## src/rtl/bju_hazard_ctrl_if.sv

```systemverilog
// Signal bundle between the decode-stage branch/jump unit, the pipeline
// stage registers and the hazard controller.
interface bju_hazard_ctrl_if #(
   parameter int CNT_W = 16
);
   logic             valid_D;
   logic [2:0]       branch_D;
   logic             jump_D;
   logic             jump_type_D;
   logic [4:0]       rs1_D;
   logic [4:0]       rs2_D;
   logic [4:0]       rd_E;
   logic             reg_write_E;
   logic             mem_read_E;
   logic [4:0]       rd_M;
   logic             reg_write_M;
   logic             mem_read_M;
   logic [4:0]       rd_W;
   logic             reg_write_W;
   logic             PC_src_D;
   logic             perf_clr;
   logic [1:0]       forward_A_D;
   logic [1:0]       forward_B_D;
   logic             stall_F;
   logic             stall_D;
   logic             flush_D;
   logic             flush_E;
   logic [CNT_W-1:0] br_cnt;
   logic [CNT_W-1:0] taken_cnt;
   logic [CNT_W-1:0] stall_cnt;

   modport master (
      output valid_D, branch_D, jump_D, jump_type_D, rs1_D, rs2_D,
      output rd_E, reg_write_E, mem_read_E, rd_M, reg_write_M, mem_read_M,
      output rd_W, reg_write_W, PC_src_D, perf_clr,
      input  forward_A_D, forward_B_D, stall_F, stall_D, flush_D, flush_E,
      input  br_cnt, taken_cnt, stall_cnt
   );

   modport slave (
      input  valid_D, branch_D, jump_D, jump_type_D, rs1_D, rs2_D,
      input  rd_E, reg_write_E, mem_read_E, rd_M, reg_write_M, mem_read_M,
      input  rd_W, reg_write_W, PC_src_D, perf_clr,
      output forward_A_D, forward_B_D, stall_F, stall_D, flush_D, flush_E,
      output br_cnt, taken_cnt, stall_cnt
   );
endinterface

```

## src/rtl/bju_hazard_ctrl.sv

```systemverilog
// Decode-stage branch/jump hazard controller: operand forwarding selects,
// load-use stall sequencing, redirect flush and saturating statistics.
module bju_hazard_ctrl #(
   parameter int CNT_W = 16
) (
   input  logic              clk,
   input  logic              rst,
   bju_hazard_ctrl_if.slave  bus
);

   localparam logic [0:0] RUN  = 1'b0;
   localparam logic [0:0] HOLD = 1'b1;

   logic [0:0] state_reg;
   logic [0:0] state_next;
   logic       ctrl_d;
   logic       use1;
   logic       use2;
   logic       hz_e;
   logic       hz_m;
   logic       stall;
   logic [2:0] inc;

   // Loads are never forwarded from E or M: their data only exists from W on.
   function automatic logic [1:0] fwd_sel(
      input logic [4:0] rs,
      input logic [4:0] rd_e, input logic rw_e, input logic mr_e,
      input logic [4:0] rd_m, input logic rw_m, input logic mr_m,
      input logic [4:0] rd_w, input logic rw_w
   );
      logic [1:0] sel;
      sel = 2'b00;
      if (rs != 5'd0) begin
         if (rw_e && !mr_e && rd_e == rs)
            sel = 2'b01;
         else if (rw_m && !mr_m && rd_m == rs)
            sel = 2'b10;
         else if (rw_w && rd_w == rs)
            sel = 2'b11;
      end
      return sel;
   endfunction

   assign bus.forward_A_D = fwd_sel(bus.rs1_D,
                                    bus.rd_E, bus.reg_write_E, bus.mem_read_E,
                                    bus.rd_M, bus.reg_write_M, bus.mem_read_M,
                                    bus.rd_W, bus.reg_write_W);
   assign bus.forward_B_D = fwd_sel(bus.rs2_D,
                                    bus.rd_E, bus.reg_write_E, bus.mem_read_E,
                                    bus.rd_M, bus.reg_write_M, bus.mem_read_M,
                                    bus.rd_W, bus.reg_write_W);

   assign ctrl_d = bus.valid_D & (bus.jump_D | (bus.branch_D != 3'b010));
   assign use1   = ctrl_d & ~(bus.jump_D & bus.jump_type_D);
   assign use2   = ctrl_d & ~bus.jump_D;

   assign hz_e = ((use1 & (bus.rs1_D == bus.rd_E)) | (use2 & (bus.rs2_D == bus.rd_E)))
               & bus.mem_read_E & bus.reg_write_E & (bus.rd_E != 5'd0);
   assign hz_m = ((use1 & (bus.rs1_D == bus.rd_M)) | (use2 & (bus.rs2_D == bus.rd_M)))
               & bus.mem_read_M & bus.reg_write_M & (bus.rd_M != 5'd0);

   // A load in E needs a second stall cycle while it crosses M; HOLD covers it.
   always_comb begin
      state_next = RUN;
      case (state_reg)
         RUN:     state_next = hz_e ? HOLD : RUN;
         HOLD:    state_next = RUN;
         default: state_next = RUN;
      endcase
   end

   always_ff @(posedge clk or posedge rst) begin
      if (rst)
         state_reg <= RUN;
      else
         state_reg <= state_next;
   end

   assign stall = ~rst & ((state_reg == HOLD) | hz_e | hz_m);

   assign bus.stall_F = stall;
   assign bus.stall_D = stall;
   assign bus.flush_E = stall;
   // A redirect computed from stale operands during a stall must not flush.
   assign bus.flush_D = ~rst & bus.PC_src_D & ~stall;

   assign inc[0] = ctrl_d & ~stall;
   assign inc[1] = bus.PC_src_D & ctrl_d & ~stall;
   assign inc[2] = stall;

   generate
      for (genvar gi = 0; gi < 3; gi++) begin : g_cnt
         logic [CNT_W-1:0] cnt_reg;
         always_ff @(posedge clk or posedge rst) begin
            if (rst)
               cnt_reg <= '0;
            else if (bus.perf_clr)
               cnt_reg <= '0;
            else if (inc[gi] && (cnt_reg != {CNT_W{1'b1}}))
               cnt_reg <= cnt_reg + CNT_W'(1);
         end
      end
   endgenerate

   assign bus.br_cnt    = g_cnt[0].cnt_reg;
   assign bus.taken_cnt = g_cnt[1].cnt_reg;
   assign bus.stall_cnt = g_cnt[2].cnt_reg;

endmodule
```

## src/flat_wrapper.sv

```systemverilog
// flat-port wrapper written by rule: the top's interface ports become plain ports
module bju_hazard_ctrl_flat 
#(
   parameter int CNT_W = 16
)
  (clk, rst, bus_valid_D, bus_branch_D, bus_jump_D, bus_jump_type_D, bus_rs1_D, bus_rs2_D, bus_rd_E, bus_reg_write_E, bus_mem_read_E, bus_rd_M, bus_reg_write_M, bus_mem_read_M, bus_rd_W, bus_reg_write_W, bus_PC_src_D, bus_perf_clr, bus_forward_A_D, bus_forward_B_D, bus_stall_F, bus_stall_D, bus_flush_D, bus_flush_E, bus_br_cnt, bus_taken_cnt, bus_stall_cnt);
  bju_hazard_ctrl_if #(.CNT_W(CNT_W)) bus_i ();
  input  logic clk;
  input  logic rst;
  input wire logic [$bits(bus_i.valid_D)-1:0] bus_valid_D;
  input wire logic [$bits(bus_i.branch_D)-1:0] bus_branch_D;
  input wire logic [$bits(bus_i.jump_D)-1:0] bus_jump_D;
  input wire logic [$bits(bus_i.jump_type_D)-1:0] bus_jump_type_D;
  input wire logic [$bits(bus_i.rs1_D)-1:0] bus_rs1_D;
  input wire logic [$bits(bus_i.rs2_D)-1:0] bus_rs2_D;
  input wire logic [$bits(bus_i.rd_E)-1:0] bus_rd_E;
  input wire logic [$bits(bus_i.reg_write_E)-1:0] bus_reg_write_E;
  input wire logic [$bits(bus_i.mem_read_E)-1:0] bus_mem_read_E;
  input wire logic [$bits(bus_i.rd_M)-1:0] bus_rd_M;
  input wire logic [$bits(bus_i.reg_write_M)-1:0] bus_reg_write_M;
  input wire logic [$bits(bus_i.mem_read_M)-1:0] bus_mem_read_M;
  input wire logic [$bits(bus_i.rd_W)-1:0] bus_rd_W;
  input wire logic [$bits(bus_i.reg_write_W)-1:0] bus_reg_write_W;
  input wire logic [$bits(bus_i.PC_src_D)-1:0] bus_PC_src_D;
  input wire logic [$bits(bus_i.perf_clr)-1:0] bus_perf_clr;
  output wire logic [$bits(bus_i.forward_A_D)-1:0] bus_forward_A_D;
  output wire logic [$bits(bus_i.forward_B_D)-1:0] bus_forward_B_D;
  output wire logic [$bits(bus_i.stall_F)-1:0] bus_stall_F;
  output wire logic [$bits(bus_i.stall_D)-1:0] bus_stall_D;
  output wire logic [$bits(bus_i.flush_D)-1:0] bus_flush_D;
  output wire logic [$bits(bus_i.flush_E)-1:0] bus_flush_E;
  output wire logic [$bits(bus_i.br_cnt)-1:0] bus_br_cnt;
  output wire logic [$bits(bus_i.taken_cnt)-1:0] bus_taken_cnt;
  output wire logic [$bits(bus_i.stall_cnt)-1:0] bus_stall_cnt;
  assign bus_i.valid_D = bus_valid_D;
  assign bus_i.branch_D = bus_branch_D;
  assign bus_i.jump_D = bus_jump_D;
  assign bus_i.jump_type_D = bus_jump_type_D;
  assign bus_i.rs1_D = bus_rs1_D;
  assign bus_i.rs2_D = bus_rs2_D;
  assign bus_i.rd_E = bus_rd_E;
  assign bus_i.reg_write_E = bus_reg_write_E;
  assign bus_i.mem_read_E = bus_mem_read_E;
  assign bus_i.rd_M = bus_rd_M;
  assign bus_i.reg_write_M = bus_reg_write_M;
  assign bus_i.mem_read_M = bus_mem_read_M;
  assign bus_i.rd_W = bus_rd_W;
  assign bus_i.reg_write_W = bus_reg_write_W;
  assign bus_i.PC_src_D = bus_PC_src_D;
  assign bus_i.perf_clr = bus_perf_clr;
  assign bus_forward_A_D = bus_i.forward_A_D;
  assign bus_forward_B_D = bus_i.forward_B_D;
  assign bus_stall_F = bus_i.stall_F;
  assign bus_stall_D = bus_i.stall_D;
  assign bus_flush_D = bus_i.flush_D;
  assign bus_flush_E = bus_i.flush_E;
  assign bus_br_cnt = bus_i.br_cnt;
  assign bus_taken_cnt = bus_i.taken_cnt;
  assign bus_stall_cnt = bus_i.stall_cnt;
  bju_hazard_ctrl #(.CNT_W(CNT_W)) u_core (.clk(clk), .rst(rst), .bus(bus_i));
endmodule
```

## config.mk

```make
export PLATFORM = sky130hd
export DESIGN_NAME = bju_hazard_ctrl_flat
export DESIGN_NICKNAME = d
export VERILOG_FILES = /design/src/rtl/bju_hazard_ctrl_if.sv /design/src/rtl/bju_hazard_ctrl.sv /design/src/flat_wrapper.sv
export SDC_FILE = /design/constraint.sdc
export NUM_CORES = 1
export LEC_CHECK = 0
export BUFFER_PORTS_ARGS = -buffer_cell sky130_fd_sc_hd__buf_2
export CELL_PAD_IN_SITES_DETAIL_PLACEMENT = 1
export CELL_PAD_IN_SITES_GLOBAL_PLACEMENT = 2
export CORE_MARGIN = 2
export CORE_UTILIZATION = 33
export CTS_CLUSTER_DIAMETER = 50
export CTS_CLUSTER_SIZE = 24
export DETAILED_ROUTE_END_ITERATION = 7
export GPL_TIMING_DRIVEN = 0
export PLACE_DENSITY_LB_ADDON = 0.1
export SYNTH_ARGS = -nofsm -noshare
export SYNTH_HDL_FRONTEND = slang
export SYNTH_SLANG_ARGS = --single-unit
```

## constraint.sdc

```tcl
create_clock -name clk -period 3.1 [get_ports clk]
set_input_delay 0.155 -clock clk [delete_from_list [all_inputs] [get_ports clk]]
set_output_delay 0.155 -clock clk [all_outputs]
set_load 0.05 [all_outputs]
```

==> flow_metrics.py, run 1 <==
metrics = {
    "run_status": {
        "outcome": "completed",
    },
    "layout": {
        "drive_above_1_share": 0.265,
        "mostFrequentLayoutCell": "buf_2",
        "layout_common_cells": "buf_2 (102), dfrtp_1 (49), a21oi_1 (38)",
        "multi_input_area_mm2": 0.00199,
        "layout.nets": 540,
        "fill_cells": 1256,
        "fin_util": 0.422,
        "diodes": 0,
        "ff_latch_area_mm2": 0.00123,
        "syn_to_final_growth_pct": 23.4,
    },
    "timing": {
        "rsz0062_at_grt": "no",
        "slew_headroom": 0.564,
        "finalMaxSlewViolations": 0,
        "setup-tns-final_ns": 0,
        "fmax_mhz": 363,
        "timing_hold_violations_final": 0,
        "fin_crit_ns": 2.76,
        "finalClockSkew_ns": 0.00615,
        "fin_crit_sh": 0.889,
        "tightest_slew_ns": 0.654,
        "setup_viol": 0,
    },
    "worst_setup_path": {
        "arrival_ns": 2.60,
        "crit_type": "primary input to primary output",
        "rr_endpoint": "u_core.bus.br_cnt[15]",
        "crit_family": "buffers and inverters",
        "cp-start-kind": "primary input",
        "crit_top_cell": "buf_2",
        "path_max_fanout": 12,
        "slowest_delay_ns": 0.37,
        "crit_path_cell_trace": "buf_2, xnor2_1, nand3_1, nor3_1, o2111ai_2, a21o_4, inv_2, buf_2, buf_2, buf_4, buf_2",
        "rr_startpoint": "u_core.bus.br_cnt[5]",
        "slowest_stage": "nor3_1",
        "reg2reg_setup_slack_ns": 0.46,
        "cp.required_ns": 2.94,
        "r2r_cells": 7,
        "critPathCaptureType": "primary output",
        "crit_buf_inv": 6,
    },
    "yosys": {
        "muxShareOfSynthArea": 0.0332,
        "netlist_area_mm2": 0.00336,
        "synth-edff-count": 0,
        "synth_flop_cell": "dfrtp_1",
        "post_synth_xor_area_fraction": 0.0809,
        "yosys_warnings": 0,
        "yosysUniqueCellTypes": 47,
        "synth_cells": 393,
        "syn_avg_cell_area_um2": 8.54,
        "synth_seq_area_share": 0.365,
        "syn-num-nets": 436,
        "synth_top_family_by_area": "simple AND/OR/NAND/NOR gates",
        "synth_seq_cells": 49,
        "async_reset_ff_frac": 1.00,
        "synth_fa_ha_area_frac": 0.0112,
        "yosys.area_share.simple": 0.301,
        "synth_compound_area_frac": 0.167,
    },
    "detailed_routing": {
        "post_drt_via_cell_ratio": 5.53,
        "wire_per_inst_um": 17.7,
        "detail-route-antenna-nets": 0,
        "num_vias": 3487,
        "wirelength_mm": 11.2,
        "drtIter0Drc": 112,
        "firstDrtPassIters": 4,
        "remaining_drc_errors": 0,
    },
    "placement": {
        "place_congestion": 0.822,
        "io_buffers": 95,
        "dp_hpwl_mm": 8.41,
    },
    "clock_tree": {
        "htree_levels": 2,
        "clkSinkCount": 49,
        "clockRootBuffer": "clkbuf_8",
        "clk_latency_ns": 0.31,
        "numCtsBuffers": 5,
        "path_clk_slew_ns": 0.10,
        "clk_path_buf_depth": 2,
        "post_cts_buffers": 0,
        "cts_tree": "yes",
    },
    "grt": {
        "grt_pass1_wl_mm": 18.6,
        "antenna_found_initial": 0,
        "grt_pass1_vias": 3638,
        "grt_usage": 0.206,
        "grt_start_max_net_pins": 29,
        "overflow": 0,
    },
    "die": {
        "die_h_um": 105,
        "initial_core_util": 0.342,
        "die_w_um": 105,
        "core-area_mm2": 0.00982,
        "ios": 96,
        "die_area_mm2": 0.0110,
        "row_count": 36,
    },
    "worst_hold_path": {
        "hold_path_class": "primary input to register",
        "hold_path_end": "u_core.state_reg",
        "whs_path_depth": 3,
        "worstHoldStart": "bus_mem_read_E",
    },
    "power": {
        "ir_drop_v": 0.000230,
        "power.leakage_nw": 1.81,
        "power.density_mw_per_mm2": 321,
    },
    "job": {
        "maxCapViolations": 0,
    },
}
-- metrics by stage --
| step | power (mW) | worst slack, ns | instances | hold WS, ns | cell area, um2 |
|---|---|---|---|---|---|
| after global routing | 1.39 | 0.173 | 631 | 0.132 | 4140 |
| final | 1.33 | 0.343 | 631 | 0.125 | 4140 |
| after global placement | 0.845 | 0.369 | 621 | 0.435 | 4000 |
| after detailed placement | 0.853 | 0.350 | 622 | 0.314 | 4020 |
| after CTS | 1.35 | 0.338 | 631 | 0.120 | 4140 |
| after floorplan | 0.767 | 0.629 | 393 | 0.288 | 3360 |
-- synth_stat cells (2+ instances only) --
cell	count	area share
xnor2_1	18	0.047
nor3_1	8	0.012
o21ai_0	21	0.031
a41o_1	2	0.0060
dfrtp_1	49	0.37
or3_1	19	0.035
nor3b_1	2	0.0045
and4_1	4	0.010
ha_1	3	0.011
nand2b_1	5	0.0093
o31ai_1	14	0.031
a21oi_1	38	0.057
nor4b_1	2	0.0052
nor2b_1	10	0.019
o41ai_1	2	0.0052
buf_2	7	0.010
nand4_1	20	0.037
inv_1	9	0.010
and3_1	8	0.015
xor2_1	13	0.034
nor4_1	4	0.0075
clkbuf_1	10	0.011
buf_4	2	0.0045
nand3_1	23	0.034
and2_1	2	0.0037
nand2_1	25	0.028
nor2_1	28	0.031
or4_1	18	0.040
mux2_2	9	0.030
-- where the power goes --
part / leakage [nW] / switching, mW / internal, mW
sequential: 0.683 / 0.00695 / 0.642
combinational: 1.07 / 0.123 / 0.0668
clock: 0.0585 / 0.247 / 0.243
total: 1.81 / 0.377 / 0.952
-- logic make-up after synthesis --
logic type	count (synthesis)
AND/OR/NAND/NOR	181
adder cells (fa/ha/maj)	3
XOR/XNOR	31
flip-flops	49
AO/OA/AOI/OAI	89
buffers and inverters	30
multiplexers	10
-- worst max-delay path by stage --
stage                                  from                      end  slack [ns]  cells after the start
floorplan           u_core.bus.taken_cnt[2]  u_core.bus.taken_cnt[3]        0.63                      8
global placement               bus_rs2_D[4]              bus_stall_D        0.37                     11
detailed placement             bus_rs2_D[4]              bus_stall_F        0.35                     11
CTS                             bus_rd_M[1]              bus_stall_F        0.34                     11
global route                   bus_rs2_D[0]              bus_stall_D        0.17                     11
finish                         bus_rs2_D[4]              bus_stall_F        0.34                     11
-- cell type report --
cell class / count / area share
Sequential cell: 49 / 0.296
Clock inverter: 3 / 0.0106
Buffer: 20 / 0.0239
Multi-Input combinational cell: 314 / 0.481
Tap cell: 133 / 0.0402
Clock buffer: 5 / 0.0166
Inverter: 10 / 0.00907
Timing Repair Buffer: 97 / 0.122
-- repair_timing --
| action | in CTS | in global routing |
|---|---|---|
| hold endpoints to repair | 27 | 0 |
| gates resized for setup | 0 | 0 |
| hold buffers | 1 | 0 |
-- routing by layer --
| metal | routed length [um] | up-vias | share of wire | global-route usage |
|---|---|---|---|---|
| li1 | - | 1677 | - | - |
| met5 | 0 | - | 0 | 0 |
| met1 | 5300 | 1737 | 0.47 | 0.280 |
| met4 | 71 | 0 | 0.0064 | 0.0438 |
| met3 | 410 | 4 | 0.037 | 0.0299 |
| met2 | 5390 | 69 | 0.48 | 0.350 |
-- worst register-to-register path, stage by stage (launching register included) --
cell and delay, ns:
dfrtp_1 0.46, and4_1 0.31, and4_1 0.23, nand3_1 0.20, or2_2 0.19, nand3_1 0.27
nor4b_1 0.48, mux2_2 0.38
Power figures use the tool's default switching activity.
==> inputs of run 2 (changes only) <==
- CELL_PAD_IN_SITES_DETAIL_PLACEMENT: 1 -> default
- CELL_PAD_IN_SITES_GLOBAL_PLACEMENT: 2 -> default
- CORE_UTILIZATION: 33 -> 57
- PLACE_DENSITY: default -> 0.86
- PLACE_DENSITY_LB_ADDON: 0.1 -> default
==> flow_metrics.py, run 2 (synthesized netlist as in run 1, its figures left out) <==
metrics = {
    "worst_setup_path": {
        "crit_path_cell_trace": "buf_2, xnor2_1, nand3_1, nor3_1, o2111ai_2, a21o_4, inv_2, buf_2, buf_2, buf_4, buf_2",
        "critPathCaptureType": "primary output",
        "path_max_fanout": 12,
        "slowest_stage": "nor3_1",
        "cp.required_ns": 2.94,
        "crit_top_cell": "buf_2",
        "crit_type": "primary input to primary output",
        "crit_family": "buffers and inverters",
        "arrival_ns": 2.44,
        "cp-start-kind": "primary input",
        "crit_buf_inv": 6,
        "slowest_delay_ns": 0.37,
    },
    "detailed_routing": {
        "post_drt_via_cell_ratio": 6.26,
        "wire_per_inst_um": 15.9,
        "num_vias": 3563,
        "detail-route-antenna-nets": 0,
        "drtIter0Drc": 254,
        "remaining_drc_errors": 0,
        "firstDrtPassIters": 5,
        "wirelength_mm": 9.06,
    },
    "layout": {
        "mostFrequentLayoutCell": "buf_2",
        "layout_common_cells": "buf_2 (102), dfrtp_1 (49), a21oi_1 (38)",
        "syn_to_final_growth_pct": 20.8,
        "layout.nets": 540,
        "drive_above_1_share": 0.264,
        "fin_area_mm2": 0.00406,
        "diodes": 0,
    },
    "die": {
        "ios": 96,
        "die_h_um": 80.7,
        "core-area_mm2": 0.00561,
        "row_count": 27,
        "die_w_um": 80.7,
        "initial_core_util": 0.598,
        "die_area_mm2": 0.00652,
    },
    "job": {
        "maxCapViolations": 0,
    },
    "timing": {
        "fin_crit_ns": 2.59,
        "timing_hold_violations_final": 0,
        "timing.hold.ws_ns": 0.110,
        "finalClockSkew_ns": 0.00536,
        "setup_viol": 0,
        "tightest_slew_ns": 0.560,
        "setup-tns-final_ns": 0,
        "rsz0062_at_grt": "no",
        "finalMaxSlewViolations": 0,
        "slew_headroom": 0.626,
        "fin_crit_sh": 0.836,
        "fmax_mhz": 386,
    },
    "clock_tree": {
        "clockRootBuffer": "clkbuf_8",
        "clkSinkCount": 49,
        "htree_levels": 2,
        "clk_path_buf_depth": 2,
        "clk_latency_ns": 0.30,
        "cts_tree": "yes",
        "post_cts_buffers": 0,
        "numCtsBuffers": 5,
        "path_clk_slew_ns": 0.09,
    },
    "power": {
        "power.leakage_nw": 1.80,
        "ir_drop_v": 0.000313,
        "power.density_mw_per_mm2": 316,
        "power.total_mw": 1.28,
    },
    "grt": {
        "overflow": 0,
        "antenna_found_initial": 0,
        "grt_usage": 0.284,
        "grt_start_max_net_pins": 43,
        "grt_pass1_wl_mm": 14.7,
        "grt_pass1_vias": 3233,
    },
    "placement": {
        "io_buffers": 95,
        "place_congestion": 0.871,
        "placed_cell_area_mm2": 0.00394,
        "dp_hpwl_mm": 6.72,
    },
    "worst_hold_path": {
        "hold_path_class": "primary input to register",
    },
    "run_status": {
        "outcome": "completed",
    },
}
[run 2: through the flow]
step,utilization,setup slack (ns),std cells
4_1_cts,0.723,0.526,569
6_report,0.723,0.509,569
5_1_grt,0.723,0.335,569
3_5_place_dp,0.703,0.522,561
2_1_floorplan,-,0.629,393
3_3_place_gp,0.699,0.542,560
[run 2: final cells by class]
type                       count  area (um2)
multi-input combinational    314        1990
fill                         464        1550
sequential                    49        1230
timing repair buffer          97         505
buffer                        20        98.8
tap                           72        90.1
clock buffer                   5        68.8
inverter                      10        37.5
clock inverter                 2        35.0
[run 2: where the power goes]
group / total [mW] / internal [mW] / switching (mW)
registers: 0.649 / 0.642 / 0.00655
clock network: 0.448 / 0.235 / 0.213
logic: 0.184 / 0.0668 / 0.117
total: 1.28 / 0.944 / 0.336
[run 2: final timing paths]
check | slack [ns] | cells after the start | to | from
worst max-delay path | 0.51 | 11 | bus_stall_D | bus_rs2_D[4]
min in group asynchronous | 0.35 | 3 | u_core.bus.stall_cnt[8] | rst
worst min-delay path | 0.11 | 3 | u_core.state_reg | bus_mem_read_E
max in group asynchronous | 2.26 | 4 | u_core.bus.br_cnt[11] | rst
worst min register to register | 0.51 | 1 | u_core.state_reg | u_core.state_reg
worst max register to register | 0.63 | 8 | u_core.bus.taken_cnt[3] | u_core.bus.taken_cnt[2]
[run 2: worst register-to-register path: cells and delay by family, from the launching register on]
kind / cells / cell delay, ns
buffers and inverters: 1 / 0.22
muxes: 1 / 0.28
and+or+nand+nor: 5 / 1.16
AOI/OAI and AO/OA: 1 / 0.26
DFF: 1 / 0.44
[run 2: repair_timing]
action,in CTS,in global routing
hold endpoints to repair,8,0
gates resized for setup,0,0
hold buffers,1,0
[run 2: routing by layer]
metal  global-route usage  vias up  share of wire
li1                     -     1677              -
met1                0.375     1709           0.43
met2                0.486      168           0.48
met3               0.0433        9          0.076
met4               0.0814        0         0.0097
met5                    0        -              0
==> inputs of run 3 (changes only) <==
- ABC_AREA: default -> 1
- CORE_UTILIZATION: 57 -> 54
- PLACE_DENSITY: 0.86 -> 0.81
- clock period: 3.1 -> 2.65 ns (I/O delays scaled with it)
==> flow_metrics.py, run 3 <==
metrics = {
    "worst_setup_path": {
        "cp.required_ns": 2.86,
        "cp-start-kind": "register",
        "slowest_stage": "dfrtp_1",
        "critPathCaptureType": "register",
        "crit_family": "simple AND/OR/NAND/NOR gates",
        "path_depth": 13,
        "crit_path_cell_trace": "ha_1, nand2_1, nor2_1, inv_2, nor2_1, nand2_1, nor2_2, nand3_2, nand2_2, nand2_1, buf_4, nand2_1, nand2_1",
        "crit_buf_inv": 2,
        "r2r_cells": 13,
        "arrival_ns": 2.51,
        "slowest_delay_ns": 0.44,
        "path_max_fanout": 10,
        "crit_type": "register to register",
        "crit_top_cell": "nand2_1",
        "reg2reg_setup_slack_ns": 0.35,
        "rr_startpoint": "u_core.bus.stall_cnt[0]",
        "rr_endpoint": "u_core.bus.stall_cnt[2]",
    },
    "layout": {
        "syn_to_final_growth_pct": 18.5,
        "layout.nets": 700,
        "mostFrequentLayoutCell": "nand2_1",
        "layout_common_cells": "nand2_1 (166), buf_2 (96), nor2_1 (74)",
        "fin_util": 0.657,
        "diodes": 0,
        "drive_above_1_share": 0.210,
    },
    "timing": {
        "rsz0062_at_grt": "no",
        "fmax_mhz": 435,
        "finalMaxSlewViolations": 0,
        "finalClockSkew_ns": 0.00919,
        "fin_crit_ns": 2.30,
        "timing.hold.ws_ns": 0.215,
        "tightest_slew_ns": 0.576,
        "slew_headroom": 0.616,
        "timing_hold_violations_final": 0,
        "fin_crit_sh": 0.867,
        "setup_slack_ns": 0.353,
        "setup_viol": 0,
    },
    "clock_tree": {
        "clockRootBuffer": "clkbuf_8",
        "cts_tree": "yes",
        "path_clk_slew_ns": 0.09,
        "post_cts_buffers": 0,
        "clk_path_buf_depth": 2,
        "clk_latency_ns": 0.31,
        "htree_levels": 2,
        "cts-resized-gates": 0,
        "numCtsBuffers": 5,
        "hold_buffers": 1,
        "clkSinkCount": 49,
    },
    "yosys": {
        "synth_seq_cells": 49,
        "synthTopCellsByCount": "nand2_1 (166), nor2_1 (74), nand3_1 (67)",
        "netlist_top_cells_area": "dfrtp_1 (33%), nand2_1 (17%), nand3_1 (9.0%)",
        "netlist.area_leader.share": 0.329,
        "synth-edff-count": 0,
        "synth_cells": 554,
        "synth_most_common_cell": "nand2_1",
        "synth_seq_area_share": 0.329,
        "syn-num-nets": 597,
        "yosys_warnings": 0,
        "syn_avg_cell_area_um2": 6.73,
        "netlist_area_mm2": 0.00373,
        "yosysUniqueCellTypes": 31,
        "async_reset_ff_frac": 1.00,
        "synth_top_area_cell": "dfrtp_1",
        "synth_flop_cell": "dfrtp_1",
    },
    "detailed_routing": {
        "drtIter0Drc": 236,
        "wirelength_mm": 9.21,
        "detail-route-antenna-nets": 0,
        "num_vias": 3937,
        "wire_per_inst_um": 12.5,
        "post_drt_via_cell_ratio": 5.33,
        "firstDrtPassIters": 5,
        "remaining_drc_errors": 0,
    },
    "grt": {
        "antenna_found_initial": 0,
        "grt_start_max_net_pins": 37,
        "grt_usage": 0.245,
        "overflow": 0,
        "grt_pass1_vias": 3438,
        "grt_pass1_wl_mm": 15.2,
    },
    "job": {
        "maxCapViolations": 0,
    },
    "worst_hold_path": {
        "whs_path_depth": 5,
        "hold_path_class": "primary input to register",
        "hold_path_end": "u_core.state_reg",
        "worstHoldStart": "bus_mem_read_E",
    },
    "power": {
        "ir_drop_v": 0.000175,
        "power.leakage_nw": 2.35,
        "power.density_mw_per_mm2": 347,
    },
    "placement": {
        "dp_slack_ns": 0.421,
        "dp_hpwl_mm": 7.10,
        "io_buffers": 94,
        "place_congestion": 0.858,
    },
    "die": {
        "core-area_mm2": 0.00672,
        "die_h_um": 87.1,
        "initial_core_util": 0.555,
        "die_area_mm2": 0.00759,
        "ios": 96,
        "row_count": 30,
        "die_w_um": 87.1,
    },
    "run_status": {
        "outcome": "completed",
    },
}
==> run 3: changes by cell type in the layout (fill, tap and decap cells not counted), moves of 10 or more <==
cell and delta:
o31ai_1 -14, a21oi_1 -32, inv_1 +41, nor2_1 +46, or3_1 -19, xor2_1 +14
nand3_1 +44, nand4_1 -10, or4_1 -18, o21ai_0 -16, nand2_1 +141, nor2b_1 -10
==> run 3: tightest hold or removal path, delay by kind of cell <==
family        cells  cell delay [ns]
simple gates      3             0.21
buf+inv           2             0.14
==> run 3: cells by family (layout without fill, tap and decap cells) <==
kind of cell,count (synthesis),in the layout,share of synthesized area
AND/OR/NAND/NOR,364,364,0.443
adder cells (fa/ha/maj),3,3,0.0101
buffers and inverters,75,179,0.0842
flip-flops,49,49,0.329
AO/OA/AOI/OAI,18,18,0.0282
XOR/XNOR,45,45,0.106
==> run 3: worst max-delay path by stage <==
| stage | end | slack [ns] | start |
|---|---|---|---|
| finish | u_core.bus.stall_cnt[2] | 0.35 | u_core.bus.stall_cnt[0] |
| global route | u_core.bus.stall_cnt[8] | 0.11 | u_core.bus.stall_cnt[0] |
| CTS | u_core.bus.stall_cnt[10] | 0.40 | u_core.bus.stall_cnt[0] |
| detailed placement | u_core.bus.stall_cnt[2] | 0.42 | u_core.bus.stall_cnt[0] |
| global placement | u_core.bus.stall_cnt[12] | -0.22 | rst |
| floorplan | u_core.bus.br_cnt[0] | 0.24 | u_core.bus.br_cnt[0] |
==> run 3: per-stage QoR <==
stage / setup TNS, ns / instance area, um2 / power [mW] / instances
finish: 0 / 4420 / 1.53 / 738
global route: 0 / 4420 / 1.60 / 738
CTS: 0 / 4420 / 1.54 / 738
detailed placement: 0 / 4320 / 1.10 / 729
global placement: -5.13 / 4300 / 1.09 / 728
floorplan: 0 / 3730 / 0.990 / 554
==> run 3: layer usage <==
metal | routed length (um) | vias up | share of wire | global-route usage
met2 | 4580 | 140 | 0.50 | 0.417
met1 | 3970 | 1813 | 0.43 | 0.325
met3 | 524 | 12 | 0.057 | 0.0303
met5 | 0 | - | 0 | 0
li1 | - | 1972 | - | -
met4 | 135 | 0 | 0.015 | 0.0741
==> run 3: where the power goes <==
part           switching [mW]  internal (mW)
Clock                   0.264          0.187
Sequential             0.0157          0.760
Combinational           0.212         0.0962
==> run 3: layout make-up <==
type                            instances  area [um2]
Inverter                               57         214
Buffer                                 18         100
Multi-Input combinational cell        430        2190
Fill cell                             614        2300
Timing Repair Buffer                   96         500
Clock inverter                          2        15.0
Sequential cell                        49        1230
Clock buffer                            6        72.6
Tap cell                               80         100
